==> src/rtl/dpu_dma_pkg.sv <==
// Shared types for the DPU DMA descriptor path: target encoding, the descriptor
// record and the sequencer state encoding.
package dpu_dma_pkg;

    localparam int DMA_ADDR_BITS = 24;

    typedef enum logic [2:0] {
        TGT_WBUF  = 3'd0,
        TGT_FMAP  = 3'd1,
        TGT_BIAS  = 3'd2,
        TGT_SCALE = 3'd3,
        TGT_LDESC = 3'd4
    } dma_target_e;

    typedef struct packed {
        dma_target_e              target;
        logic [DMA_ADDR_BITS-1:0] base;
        logic [DMA_ADDR_BITS-1:0] length;
        logic                     dir;
        logic                     irq_en;
    } dma_desc_t;

    typedef enum logic [2:0] {
        S_IDLE    = 3'd0,
        S_LAUNCH  = 3'd1,
        S_RUN     = 3'd2,
        S_RELEASE = 3'd3,
        S_CMPL    = 3'd4
    } seq_state_e;

endpackage

==> src/rtl/dpu_desc_fifo.sv <==
// Synchronous descriptor FIFO with flush. The head entry is visible
// combinationally so the sequencer can capture it in its pop cycle.
module dpu_desc_fifo
    import dpu_dma_pkg::*;
#(
    parameter int DEPTH = 8
) (
    input  logic                         clk,
    input  logic                         rst_n,
    input  logic                         push,
    input  dma_desc_t                    push_data,
    input  logic                         pop,
    input  logic                         flush,
    output dma_desc_t                    head,
    output logic [$clog2(DEPTH+1)-1:0]   level,
    output logic                         empty,
    output logic                         full
);

    localparam int PTR_W = $clog2(DEPTH);
    localparam int LVL_W = $clog2(DEPTH+1);

    dma_desc_t          r_mem [DEPTH];
    logic [PTR_W-1:0]   r_wr_ptr;
    logic [PTR_W-1:0]   r_rd_ptr;
    logic [LVL_W-1:0]   r_level;
    logic               w_push;
    logic               w_pop;

    assign empty = (r_level == '0);
    assign full  = (r_level == LVL_W'(DEPTH));
    assign level = r_level;
    assign head  = r_mem[r_rd_ptr];

    // A flush swallows any push or pop presented in the same cycle.
    assign w_pop  = pop && !empty && !flush;
    assign w_push = push && !flush && (!full || w_pop);

    always_ff @(posedge clk) begin
        if (w_push) begin
            r_mem[r_wr_ptr] <= push_data;
        end
    end

    always_ff @(posedge clk) begin
        if (!rst_n || flush) begin
            r_wr_ptr <= '0;
            r_rd_ptr <= '0;
            r_level  <= '0;
        end else begin
            if (w_push) r_wr_ptr <= r_wr_ptr + PTR_W'(1);
            if (w_pop)  r_rd_ptr <= r_rd_ptr + PTR_W'(1);
            r_level <= r_level + LVL_W'(w_push) - LVL_W'(w_pop);
        end
    end

endmodule

==> src/rtl/dpu_dma_desc_seq.sv <==
// Descriptor sequencer feeding dpu_axi_dma: queues descriptors, drives the DMA CSR
// inputs, holds dma_start per transfer and performs the start/done release handshake.
module dpu_dma_desc_seq
    import dpu_dma_pkg::*;
#(
    parameter int ADDR_BITS = DMA_ADDR_BITS,
    parameter int DEPTH     = 8,
    parameter int TIMEOUT_W = 20
) (
    input  logic                        clk,
    input  logic                        rst_n,
    input  logic                        desc_valid,
    output logic                        desc_ready,
    input  logic [2:0]                  desc_target,
    input  logic [ADDR_BITS-1:0]        desc_base,
    input  logic [ADDR_BITS-1:0]        desc_length,
    input  logic                        desc_dir,
    input  logic                        desc_irq_en,
    input  logic                        flush,
    input  logic                        clr_err,
    output logic [2:0]                  dma_target,
    output logic [ADDR_BITS-1:0]        dma_base_addr,
    output logic [ADDR_BITS-1:0]        dma_length,
    output logic                        dma_dir,
    output logic                        dma_start,
    input  logic                        dma_done,
    input  logic                        dma_busy,
    output logic                        seq_busy,
    output logic [$clog2(DEPTH+1)-1:0]  q_level,
    output logic [15:0]                 done_cnt,
    output logic                        irq,
    output logic                        err_timeout
);

    seq_state_e             r_state;
    dma_desc_t              r_active;
    logic [TIMEOUT_W-1:0]   r_wdog;
    logic                   r_err;
    logic [15:0]            r_done_cnt;

    dma_desc_t              w_desc_in;
    dma_desc_t              w_head;
    logic                   w_empty;
    logic                   w_full;
    logic                   w_pop;
    logic [TIMEOUT_W-1:0]   w_wdog_nxt;
    logic                   w_wdog_inc;
    logic                   w_expire;

    assign w_desc_in = '{target: dma_target_e'(desc_target), base: desc_base,
                         length: desc_length, dir: desc_dir, irq_en: desc_irq_en};
    assign w_pop     = (r_state == S_IDLE) && !w_empty && !flush;

    dpu_desc_fifo #(.DEPTH(DEPTH)) u_fifo (
        .clk       (clk),
        .rst_n     (rst_n),
        .push      (desc_valid && desc_ready),
        .push_data (w_desc_in),
        .pop       (w_pop),
        .flush     (flush),
        .head      (w_head),
        .level     (q_level),
        .empty     (w_empty),
        .full      (w_full)
    );

    // dma_* only change in the pop cycle, so they stay stable through release.
    always_ff @(posedge clk) begin
        if (!rst_n) begin
            r_state  <= S_IDLE;
            r_active <= '0;
        end else begin
            case (r_state)
                S_IDLE: begin
                    if (w_pop) begin
                        r_active <= w_head;
                        r_state  <= (w_head.length == '0) ? S_CMPL : S_LAUNCH;
                    end
                end
                S_LAUNCH:  r_state <= S_RUN;
                S_RUN:     if (dma_done) r_state <= S_RELEASE;
                S_RELEASE: if (!dma_done) r_state <= S_CMPL;
                S_CMPL:    r_state <= S_IDLE;
                default:   r_state <= S_IDLE;
            endcase
        end
    end

    // Watchdog saturates at all-ones; the flag fires only on reaching it.
    assign w_wdog_nxt = r_wdog + TIMEOUT_W'(1);
    assign w_wdog_inc = (r_state == S_RUN) && dma_busy && !(&r_wdog);
    assign w_expire   = w_wdog_inc && (&w_wdog_nxt);

    always_ff @(posedge clk) begin
        if (!rst_n) begin
            r_wdog     <= '0;
            r_err      <= 1'b0;
            r_done_cnt <= '0;
        end else begin
            if (r_state == S_LAUNCH)  r_wdog <= '0;
            else if (w_wdog_inc)      r_wdog <= w_wdog_nxt;

            if (w_expire)             r_err <= 1'b1;
            else if (clr_err)         r_err <= 1'b0;

            if (r_state == S_CMPL)    r_done_cnt <= r_done_cnt + 16'd1;
        end
    end

    assign desc_ready    = !w_full;
    assign dma_target    = r_active.target;
    assign dma_base_addr = r_active.base;
    assign dma_length    = r_active.length;
    assign dma_dir       = r_active.dir;
    assign dma_start     = (r_state == S_RUN);
    assign seq_busy      = (r_state != S_IDLE) || !w_empty;
    assign done_cnt      = r_done_cnt;
    assign irq           = (r_state == S_CMPL) && r_active.irq_en;
    assign err_timeout   = r_err;

endmodule

==> config.mk <==
export PLATFORM = sky130hd
export DESIGN_NAME = dpu_dma_desc_seq
export DESIGN_NICKNAME = d
export VERILOG_FILES = /design/src/rtl/dpu_dma_pkg.sv /design/src/rtl/dpu_desc_fifo.sv /design/src/rtl/dpu_dma_desc_seq.sv
export SDC_FILE = /design/constraint.sdc
export NUM_CORES = 1
export LEC_CHECK = 0
export CORE_ASPECT_RATIO = 0.5
export CORE_UTILIZATION = 53
export CTS_BUF_LIST = sky130_fd_sc_hd__clkbuf_4 sky130_fd_sc_hd__clkbuf_8 sky130_fd_sc_hd__clkbuf_16
export CTS_CLUSTER_SIZE = 20
export DETAILED_ROUTE_END_ITERATION = 7
export PLACE_DENSITY = 0.83
export SYNTH_ARGS = -nofsm -noshare
export SYNTH_HDL_FRONTEND = slang
export SYNTH_SLANG_ARGS = --single-unit
==> constraint.sdc <==
create_clock -name clk -period 5.82 [get_ports clk]
set_input_delay 1.164 -clock clk [delete_from_list [all_inputs] [get_ports clk]]
set_output_delay 1.164 -clock clk [all_outputs]
set_load 0.02 [all_outputs]
==> metrics.txt, run 1 <==
H-tree levels=2; Pwr Density=403.0 nW/um^2; Placed Instance Area=22,500 um^2; antenna violations before repair=2; post-synthesis async set-or-reset flop share=0%; Max-cap violations=0; grt peak-use layer=met2; DRC Markers=0; syn_area_per_cell=17.66 um^2; Max transition margin=31.16%; crit path launch=r_state[1]; fin crit share=66.77%; die height=roughly 140 um; Longest Clk Path Bufs=3; Worst Path Max Fanout=10; Syn Nets=1,255; Fin Setup TNS=0 ns; worst path arrival time=2.72 ns; first-pass GRT wire length=67,450 um; ratio of cells with drive above 1 in the final layout=16.64%; number of global-route vias before repair=11,470; clock skew=0.02284 ns; Syn-to-layout area delta=15.32%; Mapped Cells=1,183; fin. max-slew vios=0; GRT overflow=0; postcts setup bufs=0; Netlist cell types=49; drt pass-1 iters=5; Peak VDD IR=253.0 uV; total of warnings raised by yosys=0; I/O pins=137; WS Path Type=reg2out; number of flops mapped to enable cells by yosys=approximately 420; R2R depth=6; Peak Freq=257.3 MHz; Worst R2R End=r_state[0]; worst skew pair latency=0.57 ns; final instance area=~24,000 um^2; port bufs=136; critical path's slowest cell=nor3b_1; fin util=63.25%; GRT Util Overall=22.56%; pin count of the biggest net entering global routing=75; FP Rows=50; via count=11,000; cells along the critical path=nor3b_1, and2_1, clkdlybuf4s50_1; startpoint types=register; die footprint=approximately 40,000 um^2; Leak=8.068 nW; Routed Wire Length=approximately 45,000 um; critical path capture point type=primary output; post-cts sizing count=0; Vias per Instance=5.977; Critical Path RT=between 4 and 5 ns; CP max stage delay=0.87 ns; post-synthesis sequential area ratio=a little over 70%; Reg clk slew, reported paths=0.07 ns; post-DP HPWL=26,190 um; top cell type's share of synthesized area=60.93%; DR WL/cell=approximately 24 um; Initial DRC Count=991; Root Driver=clkbuf_16; minimum hold slack=0.5023 ns; Synth Flop Type=edfxtp_1; CTS buffer count=46; unrepaired setup endpoints after global routing=false; clk sink count=530; Slew @ Worst Pin=approximately 1.0 ns; most area-consuming cells after synthesis=edfxtp_1, mux4_2, dfxtp_1, mux2i_1, o211a_1; Synth Cell Area=20,900 um^2; hold path start=dma_length[19]; Reg2Reg Setup Slack=2.24 ns; count of final setup violators=0; Chip Width=282.8 um; Hold Fails Final Rpt=0; CTS tree=done; met3 Use GR=3.940%; hold_buf cts=0; Period minus WS final=between 3 and 4 ns; core footprint=38,100 um^2; status=complete, no violations; remaining antenna violation count=0; Critical Path End=irq; cell taking the most area after synthesis=edfxtp_1; HP Class=reg2reg; post-synthesis register bit count=530; grt met1 use=28.47%; Initial Util=54.85%; GRT met2 Usage=roughly 40%; GPL Wtd Cong=0.8445; Final nets=1,350
## worst min-delay path by stage
stage	endpoint	depth (start not counted)	slack, ns
6_report	dma_length[19]	1	0.50
3_5_place_dp	dma_length[19]	1	0.49
3_3_place_gp	r_active[0]	1	0.48
5_1_grt	dma_base_addr[11]	1	0.51
4_1_cts	dma_length[19]	1	0.50
2_1_floorplan	r_active[0]	1	0.46
## critical path, delay by kind of cell, from the launching register on
kind	cells	cell delay, ns
buf+inv	1	0.61
flops	1	0.40
simple gates	2	1.14
## logic make-up (layout without fill, tap and decap cells)
| group | Yosys count | in the layout | share of synthesized area, % |
|---|---|---|---|
| xor+xnor | 43 | 43 | 1.802 |
| fa+ha+maj | 12 | 12 | 0.7544 |
| flops | 530 | 530 | 71.09 |
| buf+inv | 123 | 256 | 3.275 |
| compound gates | 85 | 85 | 3.479 |
| simple gates | 229 | 229 | 5.545 |
| other cells | 0 | 4 | 0 |
| mux | 161 | 161 | 14.06 |
## cells in the mapped netlist, drive strengths merged (3+ instances only)
library cell,number
nor2,49
edfxtp,424
nand3,12
nor4,6
and2,21
nand4,13
xor2,18
and4,7
clkbuf,36
mux4,106
buf,72
nor3,15
nand2,76
mux2i,55
or4,5
nand3b,5
inv,15
xnor2,25
dfxtp,106
ha,11
o31ai,3
nor3b,3
o211a,53
nand2b,4
o21ai,7
a21oi,11
## report_power, final
group | leakage, nW | internal, mW | switching, mW
clock network | 0.791 | 1.81 | 1.37
logic | 2.59 | 0.960 | 0.984
registers | 4.69 | 4.35 | 0.235
total | 8.07 | 7.12 | 2.59
## routing by layer
metal  up-vias  share of wire [%]
li1       4784                  -
met1      5694                 40
met2       451                 52
met3        68                5.9
met4         0                2.3
met5         -                  0
## registers in the layout, indices dropped and copies added, names as in the netlist, 3 cells and up, named ones only
| register | cells |
|---|---|
| u_fifo.r_wr_ptr | 3 |
| u_fifo.r_mem | 424 |
| u_fifo.level | 4 |
| dma_length | 24 |
| r_state | 3 |
| r_wdog | 20 |
| done_cnt | 16 |
| dma_target | 3 |
| dma_base_addr | 24 |
| u_fifo.r_rd_ptr | 3 |
## metrics by stage
stage                     power (mW)  setup slack [ns]  instances
after global placement         6.496             1.996       1750
after detailed placement       6.584             1.973       1750
after floorplan                6.058           0.05468       1183
after global routing           10.04             1.730       1838
after CTS                      9.762             1.868       1836
final                          9.710             1.934       1840
## placed cells by master (no fill, tap or decap), types with 12 or more instances in the layout
master / instances
edfxtp_1: 424
clkdlybuf4s50_1: 135
mux4_2: 106
dfxtp_1: 103
nand2_1: 76
mux2i_1: 55
o211a_1: 53
clkbuf_16: 47
nor2_1: 42
xnor2_1: 25
and2_1: 21
buf_4: 19
xor2_1: 18
inv_1: 15
nor3_1: 13
nand4_1: 12
nand3_1: 12
## final cells by class
type | instances | area, um^2
diodes | 4 | 10.01
clock buffers | 63 | 1346
clock inverters | 23 | 244.0
fillers | 2432 | 14000
inverters | 15 | 56.30
multi-input cells | 530 | 5425
flip-flops and latches | 530 | 14870
well taps | 520 | 650.6
repair buffers | 155 | 1499
(Power assumes the default switching activity.)
==> run 2: changes to the inputs <==
- clock period: 5.82 -> 3.25 ns (I/O delays scaled with it)
==> run 2 against run 1 <==
Effect of this change: global-route usage grew 0.41 points; hold slack lost 0.060 ns; utilization grew 0.31 points; non-clock buffer count grew 10; clock power grew 70%; design area grew 0.48%; final cell count grew 0.49%; critical path depth grew 1; sequential power grew 77%; register-to-register slack lost 2.0 ns; total power grew 78%; via count grew 1.7%.
==> metrics.txt, run 2 (synthesis results as in run 1) <==
Initial DRC Count=around 1,000; GRT Util Overall=22.96%; CTS tree=done; cells along the critical path=nor3b_1, buf_4, and2_1, clkdlybuf4s50_1; postcts setup bufs=0; core footprint=38,100 um^2; DRC Markers=0; Peak Freq=322.3 MHz; pin count of the biggest net entering global routing=110; Pwr Density=712.6 nW/um^2; Worst Path Buf+Inv=2; GPL Wtd Cong=0.8343; status=complete, no violations; CTS buffer count=between 40 and 50; via count=about 11,000; Largest register FFs=424; Hold Fails Final Rpt=0; DR WL/cell=around 25 um; Max transition margin=39.02%; grt peak-use layer=met2; Peak VDD IR=465.3 uV; Routed Wire Length=45,370 um; die footprint=about 40,000 um^2; worst skew pair latency=0.58 ns; met3 Use GR=4.481%; die height=142.4 um; H-tree levels=2; critical path capture point type=primary output; port bufs=between 100 and 150; most frequent cells in the layout=edfxtp_1, clkdlybuf4s50_1, mux4_2; Reg clk slew, reported paths=about 0.070 ns; GRT overflow=0; Period minus WS final=3.103 ns; antenna violations before repair=4; GRT met2 Usage=40.23%; CP top delay family=buffers and inverters; first-pass GRT wire length=68,550 um; fin. max-slew vios=0; Initial Util=54.85%; Fin Setup TNS=0 ns; number of global-route vias before repair=11,660; grt met1 use=28.28%; CP max stage delay=0.62 ns; I/O pins=between 100 and 150; critical path's slowest cell=clkdlybuf4s50_1; commonest non-fill, non-tap cell in the layout=edfxtp_1; Leak=8.093 nW; remaining antenna violation count=0; Final nets=between 1,000 and 1,500; FP Rows=50; ratio of cells with drive above 1 in the final layout=17.37%; Longest Clk Path Bufs=3; post-cts sizing count=0; register with the most flip-flops=u_fifo.r_mem; Overall Power=17.26 mW; Slew @ Worst Pin=0.9092 ns; worst path arrival time=around 2.5 ns; post-DP HPWL=25,080 um; HP Class=in2reg; count of final setup violators=0; fin crit share=95.48%; clock skew=about 0.023 ns; Vias per Instance=slightly above 6; hold_buf cts=0; unrepaired setup endpoints after global routing=false; Worst Path Max Fanout=7; Max-cap violations=0; clk sink count=530; Chip Width=282.8 um; Root Driver=clkbuf_16; Critical Path RT=approximately 2.6 ns; startpoint types=register; drt pass-1 iters=5; WS Path Type=reg2out; Syn-to-layout area delta=15.87%
==> run 2: cell types whose count changed in the layout (fill, tap and decap cells not counted), moves of 2 or more <==
cell,delta
buf_12,+10
bufinv_16,-3
clkbuf_4,+9
clkbuf_8,-2
clkinv_1,-3
clkinv_2,-3
clkinvlp_2,+2
nor3_2,-2
nor3_4,+2
==> run 2: worst reg2reg max path: cells and delay by family (launching register included) <==
family          cells  cell delay, ns
flops               1            0.50
compound gates      2            0.38
mux                 1            0.58
simple gates        3            1.43
==> run 2: routing by layer <==
metal | up-vias | wire length [um]
li1 | 4795 | -
met3 | 95 | 3027
met1 | 5757 | 17280
met5 | - | 0
met2 | 532 | 23730
met4 | 0 | 1342
==> run 2: path summary, 6_finish.rpt <==
check	startpoint	end	slack (ns)	cells after the start
min	rst_n	dma_base_addr[15]	0.44	2
min reg2reg	dma_base_addr[16]	dma_base_addr[16]	0.50	1
max	r_state[2]	irq	0.15	4
max reg2reg	register	r_state[0]	0.26	6
==> run 2: report_power, final <==
part / total (mW) / switching, mW / internal (mW)
sequential: 8.12 / 0.333 / 7.78
combinational: 3.71 / 1.93 / 1.79
clock: 5.43 / 2.42 / 3.00
==> run 2: through the flow <==
| step | worst slack (ns) | hold slack, ns | std cells | utilization, % | area, um^2 |
|---|---|---|---|---|---|
| floorplan | -0.8408 | 0.4642 | 1183 | - | 20910 |
| global placement | 0.3013 | 0.4740 | 1760 | 59.61 | 22710 |
| detailed placement | 0.2463 | 0.4908 | 1760 | 59.61 | 22710 |
| CTS | 0.1978 | 0.4318 | 1844 | 63.52 | 24200 |
| global route | 0.05768 | 0.4384 | 1847 | 63.54 | 24210 |
| finish | 0.1468 | 0.4420 | 1849 | 63.55 | 24210 |
==> run 2: area by class of cell <==
class                           count  area [um^2]
Tap cell                          520        650.6
Multi-Input combinational cell    530         5438
Sequential cell                   530        14870
Antenna cell                        5        12.51
Fill cell                        2422        13890
Clock inverter                     15        130.1
Inverter                           15        56.30
Timing Repair Buffer              165         1699
Clock buffer                       69         1361
